File: src/rtl/poly_eval_seq.sv
// Sequential Horner-method polynomial evaluator: operands are entered one per go press,
// then one multiply-accumulate per cycle produces c_D*x^D + ... + c_0 modulo 2^WIDTH.
module poly_eval_seq #(
    parameter int WIDTH  = 8,
    parameter int DEGREE = 2
) (
    input  logic                            clk,
    input  logic                            reset,
    input  logic                            go,
    input  logic [WIDTH-1:0]                data_in,
    output logic [$clog2(DEGREE+2)-1:0]     load_idx,
    output logic                            busy,
    output logic [WIDTH-1:0]                result,
    output logic                            result_valid,
    output logic                            overflow
);

    localparam int IDX_W  = $clog2(DEGREE + 2);
    localparam int FULL_W = 2 * WIDTH + 1;
    localparam logic [IDX_W-1:0] LAST_IDX = IDX_W'(DEGREE + 1);

    typedef enum logic [1:0] {
        LOAD      = 2'd0,
        LOAD_WAIT = 2'd1,
        COMPUTE   = 2'd2
    } state_t;

    state_t           state_r;
    // Slot k (0..DEGREE) holds c_(DEGREE-k); slot DEGREE+1 holds x.
    logic [WIDTH-1:0] ops_r [0:DEGREE+1];
    logic [WIDTH-1:0] acc_r;
    logic [IDX_W-1:0] step_r;
    logic [WIDTH-1:0] coef_s;
    logic [FULL_W-1:0] full_s;

    // Select c_step (held in slot DEGREE-step) with an AND-OR mux.
    always_comb begin
        coef_s = {WIDTH{1'b0}};
        for (int i = 0; i <= DEGREE; i++) begin
            coef_s = coef_s | (ops_r[i] & {WIDTH{step_r == IDX_W'(DEGREE - i)}});
        end
    end

    // One Horner step at full precision so any wrap can be detected.
    always_comb begin
        full_s = FULL_W'(acc_r) * FULL_W'(ops_r[DEGREE+1]) + FULL_W'(coef_s);
    end

    // Control FSM, operand capture and the multiply-accumulate datapath.
    always_ff @(posedge clk) begin
        if (reset) begin
            state_r      <= LOAD;
            load_idx     <= {IDX_W{1'b0}};
            busy         <= 1'b0;
            result       <= {WIDTH{1'b0}};
            result_valid <= 1'b0;
            overflow     <= 1'b0;
            acc_r        <= {WIDTH{1'b0}};
            step_r       <= {IDX_W{1'b0}};
            for (int i = 0; i <= DEGREE + 1; i++) begin
                ops_r[i] <= {WIDTH{1'b0}};
            end
        end else begin
            case (state_r)
                LOAD: begin
                    if (go) begin
                        for (int i = 0; i <= DEGREE + 1; i++) begin
                            if (load_idx == IDX_W'(i)) begin
                                ops_r[i] <= data_in;
                            end
                        end
                        // First operand of a new evaluation retires the previous status.
                        if (load_idx == {IDX_W{1'b0}}) begin
                            result_valid <= 1'b0;
                            overflow     <= 1'b0;
                        end
                        state_r <= LOAD_WAIT;
                    end
                end
                LOAD_WAIT: begin
                    if (!go) begin
                        if (load_idx == LAST_IDX) begin
                            acc_r   <= ops_r[0];
                            step_r  <= IDX_W'(DEGREE - 1);
                            busy    <= 1'b1;
                            state_r <= COMPUTE;
                        end else begin
                            load_idx <= load_idx + IDX_W'(1);
                            state_r  <= LOAD;
                        end
                    end
                end
                COMPUTE: begin
                    acc_r  <= full_s[WIDTH-1:0];
                    step_r <= step_r - IDX_W'(1);
                    if (|full_s[FULL_W-1:WIDTH]) begin
                        overflow <= 1'b1;
                    end
                    if (step_r == {IDX_W{1'b0}}) begin
                        result       <= full_s[WIDTH-1:0];
                        result_valid <= 1'b1;
                        load_idx     <= {IDX_W{1'b0}};
                        busy         <= 1'b0;
                        state_r      <= LOAD;
                    end
                end
                default: begin
                    state_r <= LOAD;
                end
            endcase
        end
    end

endmodule

File: config.mk
export PLATFORM = sky130hd
export DESIGN_NAME = poly_eval_seq
export DESIGN_NICKNAME = d
export VERILOG_FILES = /design/src/rtl/poly_eval_seq.sv
export SDC_FILE = /design/constraint.sdc
export NUM_CORES = 1
export LEC_CHECK = 0
export ABC_AREA = 1
export CAP_MARGIN = 20
export CORE_MARGIN = 4
export CORE_UTILIZATION = 45
export DETAILED_ROUTE_END_ITERATION = 16
export SETUP_SLACK_MARGIN = 0.5
export SKIP_CTS_REPAIR_TIMING = 1
export SLEW_MARGIN = 20
export SYNTH_ARGS = -nofsm -noshare
export SYNTH_HDL_FRONTEND = slang
export SYNTH_SLANG_ARGS = --single-unit
export TNS_END_PERCENT = 100
File: constraint.sdc
create_clock -name clk -period 13.1 [get_ports clk]
set_clock_uncertainty 0.15 [all_clocks]
set_input_delay 1.965 -clock clk [delete_from_list [all_inputs] [get_ports clk]]
set_output_delay 1.965 -clock clk [all_outputs]
set_load 0.1 [all_outputs]
==> metrics.yaml, run 1 <==
sta:
  fin_crit_sh_pct: 37.8
  finalHoldViolCount: 0
  finalCriticalPeriod_ns: 4.95
  setup_tns_ns: 0
  fmaxAchievable_ghz: 0.202
  slew_headroom_pct: 33.9
  fin_hold_ws_ns: 0.309
  tightest_slew_ns: 0.988
  grt_setup_unrepaired: "no"
  setup_viol_count_final: 0
  drv_slew: 0
clocking:
  cts_tree: "built"
  root_buffer: "clkbuf_16"
  path_clk_slew_ns: 0.05
  cts.path.max_buffers: 2
  cts_made_buffers: 9
  cts_htree_levels: 3
  clkSinkCount: 57
  clk_latency_ns: 0.32
hold_path:
  hold_start: "result_valid"
  hold_class: "register to register"
  min_path_cells: 2
  whs_endpoint: "result_valid"
critical_path:
  crit_top_cell: "nand2_1"
  cpLargestDelayFamily: "adder cells"
  cp-end-kind: "register"
  crit_fanout: 16
  crit_cells: 22
  r2r-start: "step_r[0]"
  arrival_ns: 4.99
  cpMaxStageDelayCell: "fa_1"
  required_ns: 13.14
  path_cells: "inv_1 -> ha_1 -> a22o_1 -> a21oi_1 -> fa_1 -> fa_1 -> fa_1 -> fa_1 -> inv_1 -> ha_1 -> nand2_1 -> inv_1 -> nand2_1 -> nand2_1 -> nand2_1 -> nand2_1 -> nand2_1 -> nand2_1 -> nor2_1 -> nand2_1 -> nand2_1 -> a21oi_1"
  crit_type: "register to register"
  reg2reg_to: "overflow"
  reg2reg_setup_slack_ns: 8.15
  cpPeakStageDelay_ns: 0.55
  worstSetupStartpointType: "register"
  reg2reg_depth: 22
  path_buf_inv: 3
synth:
  avgSynthCellArea_um2: 7.84
  synthesis.area_um2: 5060
  synth-edff-count: 32
  synth.distinct_cells: 34
  synth_top_cell_by_area: "edfxtp_1"
  syn_inst: 646
  yosys_warnings: 0
  ys_seq_elements: 57
  synth_top_area_share_pct: 19.0
  synth_fp_nets: 748
  ys.flop_type: "edfxtp_1"
  async_flop_share_pct: 0
  ys_top_cells_by_area: "edfxtp_1, fa_1, nand2_1"
  yosysSeqAreaShare_pct: 28.9
floorplanning:
  core_area_um2: 10900
  io_pins: 24
  row_count: 38
  initial_core_util_pct: 46.3
  die_area_um2: 13000
  die_w_um: 114
  fp.dieH_um: 114
final_layout:
  final_cell_area_um2: 5680
  drive_gt1_share_pct: 4.68
  fillers: 1061
  final_util_pct: 51.9
  fin_nets: 760
  area_growth_pct: 12.1
  antenna_cells: 0
run_status:
  status: "finished, final reports clean"
global_route:
  grt_usage_pct: 19.6
  first_global_vias: 4263
  antenna_found_initial: 0
  grt_max_degree: 23
  grt_pass1_wl_mm: 20.1
  grt_overflow: 0
route:
  routed_wl_mm: 11.7
  num_vias: 4006
  detail-route-antenna-nets: 0
  drc: 0
  drtIter0Drc: 196
  wl_per_cell_um: 14.5
  drt_first_pass_iters: 4
  viasPerCell: 4.99
placed_design:
  place_area_um2: 5390
  routabilityCongestion: 0.914
  portBuffers: 23
  hpwl_mm: 9.45
pwr:
  peakVddDrop_v: 0.0000780
  power_density_nw_per_um2: 81.3
  power.leakage_uw: 0.00283
run:
  maxCapViolCount: 0
-- worst max-delay path by stage --
stage | startpoint | endpoint | slack [ns]
finish | step_r[0] | overflow | 8.15
global route | step_r[0] | overflow | 7.67
CTS | step_r[0] | overflow | 8.14
detailed placement | step_r[0] | overflow | 8.16
global placement | step_r[0] | overflow | 8.16
floorplan | step_r[0] | overflow | 8.57
-- report_power, final --
group / internal [µW] / switching (µW)
clock: 145 / 78.6
sequential: 196 / 6.77
combinational: 11.0 / 23.3
total: 353 / 109
-- placed cells by master (no fill, tap or decap), types with 9 or more instances in the layout --
cell type,Yosys,layout
a21oi_1,30,30
clkbuf_16,0,9
clkdlybuf4s50_1,0,23
dfxtp_1,25,25
edfxtp_1,32,32
fa_1,44,44
ha_1,47,47
inv_1,137,137
nand2_1,179,179
nand3_1,30,30
nor2_1,52,52
-- synth_stat cells, types with 2 or more instances --
library cell,instances
a211oi_2,2
a21oi_1,30
a22o_1,6
a22oi_1,5
a31oi_1,2
and2_1,2
clkbuf_1,21
dfxtp_1,25
edfxtp_1,32
fa_1,44
ha_1,47
inv_1,137
inv_2,3
nand2_1,179
nand3_1,30
nand3_2,2
nand4_1,4
nor2_1,52
nor2_4,2
o21ai_0,6
xor2_1,2
-- area by class of cell --
class,instances,area (µm²),area share [%]
Clock inverter,6,58.8,1.04
Inverter,141,529,9.33
Clock buffer,10,229,4.03
Sequential cell,57,1460,25.7
Tap cell,140,175,3.09
Multi-Input combinational cell,425,2980,52.6
Timing Repair Buffer,24,238,4.19
-- cells by family (layout without fill, tap and decap cells) --
kind of cell / after synthesis / in the layout / synth area share [%]
xor+xnor: 3 / 3 / 0.519
flops: 57 / 57 / 28.9
fa+ha+maj: 91 / 91 / 29.0
simple gates: 278 / 278 / 22.9
buf+inv: 164 / 181 / 12.2
compound gates: 53 / 53 / 6.55
-- worst register-to-register path, stage by stage, from the launching register on --
cell and delay (ns):
dfxtp_1 0.33, inv_1 0.08, ha_1 0.42, a22o_1 0.31, a21oi_1 0.17, fa_1 0.46, fa_1 0.54, fa_1 0.44
fa_1 0.55, inv_1 0.05, ha_1 0.34, nand2_1 0.17, inv_1 0.07, nand2_1 0.08, nand2_1 0.09, nand2_1 0.10
nand2_1 0.05, nand2_1 0.05, nand2_1 0.05, nor2_1 0.15, nand2_1 0.07, nand2_1 0.05, a21oi_1 0.05
-- routing by layer --
| layer | global-route usage (%) | vias to the layer above | wire length (µm) |
|---|---|---|---|
| met3 | 2.75 | 22 | 461 |
| met5 | 0 | - | 0 |
| met2 | 35.3 | 74 | 5950 |
| li1 | - | 1996 | - |
| met4 | 6.18 | 0 | 277 |
| met1 | 24.2 | 1914 | 4970 |
-- flip-flops by register name (all words and copies together), names as in the netlist --
signal,flops
ops_r,32
load_idx,2
overflow,1
step_r,2
result_valid,1
state_r,2
acc_r,8
result,8
busy,1
-- per-stage QoR --
stage | power (µW) | instances | setup WS [ns]
final | 462 | 803 | 8.15
after global routing | 476 | 803 | 7.67
after global placement | 241 | 787 | 8.16
after floorplan | 227 | 646 | 8.57
after detailed placement | 241 | 787 | 8.16
after CTS | 464 | 803 | 8.14
(Power assumes the default switching activity.)
==> run 2, diff against run 1 <==
Clock period 13.1 ns to 4.65 ns, I/O delays scaled along.
==> run 2 against run 1 <==
Net effect:
- sequential share of layout area decreased by 1.8 points
- die area unchanged
- critical endpoint unchanged
- final area increased by 8.4%
- clock-buffer cell count increased by 1
==> metrics.yaml, run 2 (same netlist as run 1, synthesis figures left out) <==
pwr:
  p_seq_share_pct: 44.3  # +0.3 points
  switching_power_uw: 324  # +200%
  p_comb_share_pct: 9.6  # +2.2 points
  switching_share_pct: 25.3  # +1.8 points
  p_int_uw: 956  # +170%
  peakVddDrop_v: 0.000183  # +140%
  power_density_nw_per_um2: 208  # +160%
  power.leakage_uw: 0.00300  # +5.9%
  clockPowerShare_pct: 46.1  # -2.4 points
final_layout:
  max_flop_register: "ops_r"
  layout.cells.non_filler: 836  # +4.1%
  reg.largest.list: "ops_r (32), acc_r (8), result (8)"
  layout_common_cells: "nand2_1, inv_1, nor2_1, fa_1, ha_1"
  final_cell_area_um2: 6150  # +8.4%
  antenna_cells: 0  # unchanged
  mostFrequentLayoutCell: "nand2_1"
  drive_gt1_share_pct: 16.5  # +12 points
  fin_nets: 793  # +4.3%
  largest_reg_flops: 32  # unchanged
  area_growth_pct: 21.6
critical_path:
  worstSetupStartpointType: "register"
  crit_fanout: 7  # -9
  required_ns: 4.69  # -8.45 ns
  crit_type: "register to register"
  reg2reg_setup_slack_ns: 0.20  # -7.94 ns
  cp-end-kind: "register"
  arrival_ns: 4.49  # -0.50 ns
global_route:
  first_global_vias: 4446  # +4.3%
  grt_usage_pct: 20.5  # +0.92 points
  grt_pass1_wl_mm: 21.0  # +4.7%
  antenna_found_initial: 0  # unchanged
  grt_max_degree: 23  # unchanged
  grt_overflow: 0  # unchanged
sta:
  setup_tns_ns: 0  # unchanged
  slew_headroom_pct: 34.7  # +0.78 points
  fmaxAchievable_ghz: 0.225  # +11%
  grt_setup_unrepaired: "yes"
  tightest_slew_ns: 0.976  # -0.0116 ns
  setup_viol_count_final: 0  # unchanged
  finalCriticalPeriod_ns: 4.45  # -0.509 ns
  finalHoldViolCount: 0  # unchanged
  drv_slew: 0  # unchanged
  setup_slack_ns: 0.204  # -7.94 ns
  fin_crit_sh_pct: 95.6  # +58 points
placed_design:
  routabilityCongestion: 0.902  # -1.3%
  preCtsSetupSlack_ns: 0.134  # -8.03 ns
  place_area_um2: 5550  # +3.1%
  dp.cells: 797  # +1.3%
  hpwl_mm: 9.99  # +5.7%
  portBuffers: 23  # unchanged
clocking:
  clkSinkCount: 57  # unchanged
  cts_htree_levels: 3  # unchanged
  root_buffer: "clkbuf_16"
  cts_made_buffers: 9  # unchanged
  cts_tree: "built"
  clk_latency_ns: 0.33  # about the same
  path_clk_slew_ns: 0.05  # about the same
  cts.path.max_buffers: 2  # unchanged
run:
  maxCapViolCount: 0  # unchanged
floorplanning:
  fp.dieH_um: 114  # unchanged
  row_count: 38  # unchanged
  initial_core_util_pct: 46.3  # unchanged
  die_area_um2: 13000  # unchanged
  die_w_um: 114  # unchanged
  io_pins: 24  # unchanged
  core_area_um2: 10900  # unchanged
hold_path:
  hold_class: "register to register"
route:
  drt_first_pass_iters: 4  # unchanged
  routed_wl_mm: 12.6  # +7.9%
  num_vias: 4223  # +5.4%
  wl_per_cell_um: 15.1  # +3.6%
  drtIter0Drc: 272  # +39%
  viasPerCell: 5.05  # +1.3%
  detail-route-antenna-nets: 0  # unchanged
  drc: 0  # unchanged
run_status:
  status: "finished, final reports clean"
-- run 2: changes by cell type in the layout (fill, tap and decap cells not counted), sizes merged --
cell,previous run,this run
clkinvlp,2,1
inv,140,141
bufinv,1,0
buf,1,34
clkbuf,10,11
-- run 2: per-stage QoR --
step / power (µW) / util [%] / hold WS, ns
6_report: 1280 / 56.3 / 0.297
5_1_grt: 1320 / 56.3 / 0.337
4_1_cts: 1270 / 53.2 / 0.300
3_5_place_dp: 687 / 50.8 / 0.292
3_3_place_gp: 685 / 50.8 / 0.287
2_1_floorplan: 644 / - / 0.307
-- run 2: cell type report --
| type | count | area, µm² |
|---|---|---|
| timing repair buffer | 57 | 497 |
| multi-input combinational | 425 | 3210 |
| inverter | 141 | 534 |
| tap | 140 | 175 |
| clock inverter | 5 | 32.5 |
| fill | 1071 | 4780 |
| sequential | 57 | 1470 |
| clock buffer | 11 | 233 |
-- run 2: final timing paths --
check	start	endpoint	cells after the start
min	result_valid	result_valid	2
max reg2reg	step_r[1]	overflow	22
min reg2reg	result_valid	result_valid	2
max	step_r[1]	overflow	22
-- run 2: critical path, stage by stage, from the launching register on --
cell and delay [ns]:
dfxtp_4 0.37, inv_4 0.05, ha_4 0.18, a22o_1 0.26, a21oi_2 0.14, fa_1 0.45, fa_1 0.55, fa_2 0.45
fa_1 0.50, inv_2 0.04, ha_4 0.29, nand2_2 0.07, nor2_2 0.11, and2_1 0.15, nand2_2 0.05, nand3_1 0.07
nand2_1 0.05, nand2_1 0.06, nand2_1 0.05, nor2_1 0.08, nand2_1 0.06, nand2_1 0.06, a21oi_1 0.06
-- run 2: routing by layer --
metal,vias to the layer above,track usage [%],routed length (µm)
met1,2052,24.2,5330
li1,2065,-,-
met5,-,0,0
met3,21,3.17,366
met2,85,36.9,6600
met4,0,8.79,283
-- run 2: power by group through the flow --
stage	sequential (µW)	clock [µW]	combinational, µW
final	567	591	123
after global placement	580	0	104
after global routing	569	620	135
after detailed placement	580	0	106
after CTS	570	595	107
after floorplan	580	0	64.2
